===== src/rtl/tdm_pkg.sv =====
// rtl/tdm_pkg.sv - shared state encodings, widths and clog2 helper for the TDM demux
package tdm_pkg;

    typedef enum logic [1:0] {
        ST_HUNT     = 2'd0,
        ST_EXPECT_A = 2'd1,
        ST_EXPECT_B = 2'd2
    } state_e;

    localparam int ERR_CNT_W = 8;

    function automatic int clog2(input int value);
        int r;
        r = 0;
        while ((1 << r) < value) begin
            r = r + 1;
        end
        return r;
    endfunction

endpackage


===== src/rtl/sat_counter.sv =====
// rtl/sat_counter.sv - saturating up-counter with synchronous clear (clear wins over increment)
module sat_counter #(
    parameter int WIDTH   = 8,
    parameter int MAX_VAL = 255
) (
    input  logic             clk,
    input  logic             rst_n,
    input  logic             inc,
    input  logic             clr,
    output logic [WIDTH-1:0] count
);

    localparam logic [WIDTH-1:0] MAX_V = WIDTH'(MAX_VAL);

    logic [WIDTH-1:0] count_q;
    logic [WIDTH-1:0] count_d;

    always_comb begin
        count_d = count_q;
        if (clr) begin
            count_d = '0;
        end else if (inc && (count_q != MAX_V)) begin
            count_d = count_q + WIDTH'(1);
        end
    end

    always_ff @(posedge clk or negedge rst_n) begin
        if (!rst_n) begin
            count_q <= '0;
        end else begin
            count_q <= count_d;
        end
    end

    assign count = count_q;

endmodule


===== src/rtl/tdm_demux_2bit.sv =====
// rtl/tdm_demux_2bit.sv - locks to an A/B interleaved symbol lane and splits it into two registered channels
// Optional error statistics counter (err_count port) enabled by TDM_DEMUX_STATS_EN.
module tdm_demux_2bit
    import tdm_pkg::*;
#(
    parameter int WIDTH    = 2,
    parameter int MAX_MISS = 3
) (
    input  logic             clk,
    input  logic             rst_n,
    input  logic [WIDTH-1:0] din,
    input  logic             din_valid,
    input  logic             frame_sync,
    output logic [WIDTH-1:0] a_out,
    output logic [WIDTH-1:0] b_out,
    output logic             a_valid,
    output logic             b_valid,
    output logic             pair_valid,
    output logic             locked,
    output logic             sync_err
`ifdef TDM_DEMUX_STATS_EN
    ,
    output logic [ERR_CNT_W-1:0] err_count
`endif
);

    localparam int            MW        = clog2(MAX_MISS + 1);
    localparam logic [MW-1:0] MISS_LAST = MW'(MAX_MISS - 1);

    state_e           state_q, state_d;
    logic [WIDTH-1:0] a_q, a_d, b_q, b_d;
    logic             a_valid_q, a_valid_d;
    logic             b_valid_q, b_valid_d;
    logic             pair_valid_q, pair_valid_d;
    logic             locked_q;
    logic             sync_err_q, sync_err_d;
    logic             miss_inc, miss_clr;
    logic [MW-1:0]    miss_cnt;

    sat_counter #(
        .WIDTH   (MW),
        .MAX_VAL (MAX_MISS)
    ) u_miss_cnt (
        .clk   (clk),
        .rst_n (rst_n),
        .inc   (miss_inc),
        .clr   (miss_clr),
        .count (miss_cnt)
    );

    always_comb begin
        state_d      = state_q;
        a_d          = a_q;
        b_d          = b_q;
        a_valid_d    = 1'b0;
        b_valid_d    = 1'b0;
        pair_valid_d = 1'b0;
        sync_err_d   = 1'b0;
        miss_inc     = 1'b0;
        miss_clr     = 1'b0;
        if (din_valid) begin
            case (state_q)
                ST_HUNT: begin
                    if (frame_sync) begin
                        a_d       = din;
                        a_valid_d = 1'b1;
                        miss_clr  = 1'b1;
                        state_d   = ST_EXPECT_B;
                    end
                end
                ST_EXPECT_B: begin
                    if (frame_sync) begin
                        // Re-anchor on the early sync but keep waiting for its B symbol.
                        a_d        = din;
                        a_valid_d  = 1'b1;
                        sync_err_d = 1'b1;
                    end else begin
                        b_d          = din;
                        b_valid_d    = 1'b1;
                        pair_valid_d = 1'b1;
                        state_d      = ST_EXPECT_A;
                    end
                end
                ST_EXPECT_A: begin
                    if (frame_sync) begin
                        a_d       = din;
                        a_valid_d = 1'b1;
                        miss_clr  = 1'b1;
                        state_d   = ST_EXPECT_B;
                    end else begin
                        sync_err_d = 1'b1;
                        if (miss_cnt == MISS_LAST) begin
                            miss_clr = 1'b1;
                            state_d  = ST_HUNT;
                        end else begin
                            miss_inc  = 1'b1;
                            a_d       = din;
                            a_valid_d = 1'b1;
                            state_d   = ST_EXPECT_B;
                        end
                    end
                end
                default: state_d = ST_HUNT;
            endcase
        end
    end

    always_ff @(posedge clk or negedge rst_n) begin
        if (!rst_n) begin
            state_q      <= ST_HUNT;
            a_q          <= '0;
            b_q          <= '0;
            a_valid_q    <= 1'b0;
            b_valid_q    <= 1'b0;
            pair_valid_q <= 1'b0;
            locked_q     <= 1'b0;
            sync_err_q   <= 1'b0;
        end else begin
            state_q      <= state_d;
            a_q          <= a_d;
            b_q          <= b_d;
            a_valid_q    <= a_valid_d;
            b_valid_q    <= b_valid_d;
            pair_valid_q <= pair_valid_d;
            locked_q     <= (state_d != ST_HUNT);
            sync_err_q   <= sync_err_d;
        end
    end

    assign a_out      = a_q;
    assign b_out      = b_q;
    assign a_valid    = a_valid_q;
    assign b_valid    = b_valid_q;
    assign pair_valid = pair_valid_q;
    assign locked     = locked_q;
    assign sync_err   = sync_err_q;

`ifdef TDM_DEMUX_STATS_EN
    sat_counter #(
        .WIDTH   (ERR_CNT_W),
        .MAX_VAL ((1 << ERR_CNT_W) - 1)
    ) u_err_cnt (
        .clk   (clk),
        .rst_n (rst_n),
        .inc   (sync_err_d),
        .clr   (1'b0),
        .count (err_count)
    );
`endif

endmodule


===== config.mk =====
export PLATFORM = sky130hd
export DESIGN_NAME = tdm_demux_2bit
export DESIGN_NICKNAME = d
export VERILOG_FILES = /design/src/rtl/tdm_pkg.sv /design/src/rtl/sat_counter.sv /design/src/rtl/tdm_demux_2bit.sv
export SDC_FILE = /design/constraint.sdc
export NUM_CORES = 1
export LEC_CHECK = 0
export ABC_AREA = 0
export BUFFER_PORTS_ARGS = -buffer_cell sky130_fd_sc_hd__buf_2
export CORE_AREA = 2 2 51 53
export CTS_CLUSTER_SIZE = 24
export DETAILED_ROUTE_END_ITERATION = 10
export DIE_AREA = 0 0 53 55
export SLEW_MARGIN = 25
export SYNTH_ARGS = -nofsm -noshare
export SYNTH_HDL_FRONTEND = slang
export SYNTH_SLANG_ARGS = --single-unit
export TNS_END_PERCENT = 100

===== constraint.sdc =====
create_clock -name clk -period 4.3 [get_ports clk]
set_input_delay 0.86 -clock clk [delete_from_list [all_inputs] [get_ports clk]]
set_output_delay 0.86 -clock clk [all_outputs]
set_load 0.005 [all_outputs]

==> results.py <==
metrics = {
    "synth": {
        "synth_mux_area_frac": 0.0913,
        "syn_avg_cell_area_um2": 12.2,
        "yosysUniqueCellTypes": 26,
        "yosysSeqAreaShare": 0.522,
        "synth_edf_count": 0,
        "synth_top_family_by_area": "simple AND/OR/NAND/NOR gates",
        "synthAdderAreaFrac": 0.0435,
        "syn_nets": 55,
        "synth_compound_gate_area_share": 0.135,
        "syn_inst": 47,
        "ys_warn_count": 0,
        "synth_xor_area_frac": 0,
        "synth-seq-cells": 12,
        "ys.flop_type": "dfrtp_1",
        "synthSimpleGateAreaFrac": 0.154,
        "async_flop_share": 1.00,
        "syn_area_um2": 576,
    },
    "route": {
        "drtIter0Drc": 2,
        "wl_um": 1060,
        "wl_per_cell_um": 11.4,
        "ant_nets": 0,
        "vias": 424,
        "vias_per_cell": 4.56,
        "dr.pass1.iters": 3,
        "drc": 0,
    },
    "finish": {
        "n_antenna_cell": 0,
        "layout_common_cells": "buf_2, dfrtp_1, inv_1",
        "final_area_um2": 707,
        "fin_util": 0.299,
        "mostFrequentLayoutCell": "buf_2",
        "area_growth_pct": 22.8,
        "final_layout_size_suffix_gt1_frac": 0.460,
        "nets": 72,
        "final_cells": 93,
    },
    "sta": {
        "period_needed_ps": 1700,
        "drv_slew": 0,
        "worst_slack_ps": 2600,
        "fin_tns_setup_ps": 0,
        "relSlewSlack": 0.765,
        "worstMarginPinSlew_ps": 352,
        "final-hold-violation-count": 0,
        "holdWs_ps": 445,
        "setup_viol": 0,
        "fin_crit_sh": 0.396,
        "fmax_ghz": 0.587,
        "rsz0062_at_grt": "false",
        "skew_ps": 2.53,
    },
    "global_routing": {
        "grt_usage": 0.0811,
        "grt_pass1_vias": 378,
        "grt.overflow.total": 0,
        "antenna_found_initial": 0,
        "grt_start_max_net_pins": 13,
        "grt_pass1_wl_um": 1690,
    },
    "clock_tree": {
        "cts.repair.resized": 0,
        "insertion_delay_ps": 270,
        "cts_hold_buf": 0,
        "numCtsBuffers": 3,
        "cts_setup_buffers": 0,
        "clk_pin_slew_worst_paths_ps": 80,
        "clk_path_buf_depth": 2,
        "cts_tree": "yes",
        "cts-root-buf": "clkbuf_4",
        "cts.sinks": 12,
        "ctsHtreeMaxLevel": 1,
    },
    "worst_setup_path": {
        "cp_slowest_cell": "dfrtp_1",
        "cp.arrival_ps": 1860,
        "reg2reg_depth": 5,
        "crit_required_ps": 4460,
        "reg2reg_from": "u_miss_cnt.count[0]",
        "path_buf_inv": 1,
        "critical-path-top-delay-family": "flip-flops",
        "reg2reg_slack_ps": 2600,
        "slowest_delay_ps": 410,
        "critPathMaxFanout": 5,
        "reg2reg_to": "a_out[0]",
        "criticalPathCategory": "flop to flop",
        "end_kind": "flop",
        "crit_chain": "inv_1, ha_1, nand2b_1, a221o_2, mux2_4",
        "cp-start-kind": "flop",
    },
    "placed_design": {
        "dp_hpwl_um": 765,
        "numPortBuffers": 14,
        "pre_cts_slack_ps": 2380,
        "dpl_cell_area_um2": 671,
        "finalWeightedCongestion": 0.707,
        "post-place-cells": 89,
    },
    "floorplan": {
        "die_w_um": 53,
        "die-area_mm2": 0.00292,
        "rows": 18,
        "ios": 15,
        "die_h_um": 55,
        "core_area_mm2": 0.00236,
        "start_util": 0.243,
    },
    "pwr": {
        "finalPower_mw": 0.293,
        "p_per_area_mw_per_mm2": 414,
        "vdd_drop_max_mv": 0.155,
        "power_leakage_nw": 0.351,
    },
    "worst_hold_path": {
        "min_path_type": "input pin to asynchronous set/reset pin",
    },
    "flow_run": {
        "drv_cap": 0,
    },
    "status": {
        "status": "finished, final reports clean",
    },
}
## layer usage
metal,vias up,GRT usage,share of wire
met4,0,0.0385,0.0038
met5,-,0,0
met1,211,0.106,0.45
met3,2,0.0242,0.056
li1,201,-,-
met2,10,0.123,0.49
## final cells by class
type,count,area (um^2)
Clock buffer,4,36.3
Inverter,5,18.8
Sequential cell,12,300
Timing Repair Buffer,14,70.1
Tap cell,30,37.5
Fill cell,251,1660
Multi-Input combinational cell,28,244
## sequential cells by signal, indices dropped and copies added (netlist names)
name / count
a_out: 2
u_miss_cnt.count: 2
state_q: 2
pair_valid: 1
b_out: 2
locked: 1
a_valid: 1
sync_err: 1
## where the power goes
group | switching (mW) | internal (mW) | total, mW
Combinational | 0.0259 | 0.0329 | 0.0589
Sequential | 0.0126 | 0.130 | 0.143
Clock | 0.0397 | 0.0514 | 0.0912
Total | 0.0782 | 0.215 | 0.293
## cell families (layout without fill, tap and decap cells)
| group | after synthesis | in the layout |
|---|---|---|
| buffers and inverters | 7 | 23 |
| AOI/OAI and AO/OA | 11 | 11 |
| DFF | 12 | 12 |
| muxes | 4 | 4 |
| adders and majority gates | 2 | 2 |
| and+or+nand+nor | 11 | 11 |
## how the worst max path moves through the flow
stage | startpoint | end | slack (ps) | cells past startpoint
CTS | u_miss_cnt.count[0] | a_out[0] | 2620 | 5
global placement | frame_sync | a_out[1] | 2410 | 4
finish | u_miss_cnt.count[0] | a_out[0] | 2600 | 5
floorplan | frame_sync | a_out[0] | 2610 | 3
detailed placement | frame_sync | a_out[1] | 2380 | 4
global route | u_miss_cnt.count[0] | a_out[1] | 2550 | 5
## synthesized netlist by cell type (2+ instances only)
master	instances	share of area
dfrtp_1	12	0.52
ha_1	2	0.043
o22ai_1	2	0.022
a21oi_1	2	0.017
nand2b_1	2	0.022
mux2_4	2	0.052
mux2_2	2	0.039
inv_1	4	0.026
nor2_1	2	0.013
Power figures use the tool's default switching activity.
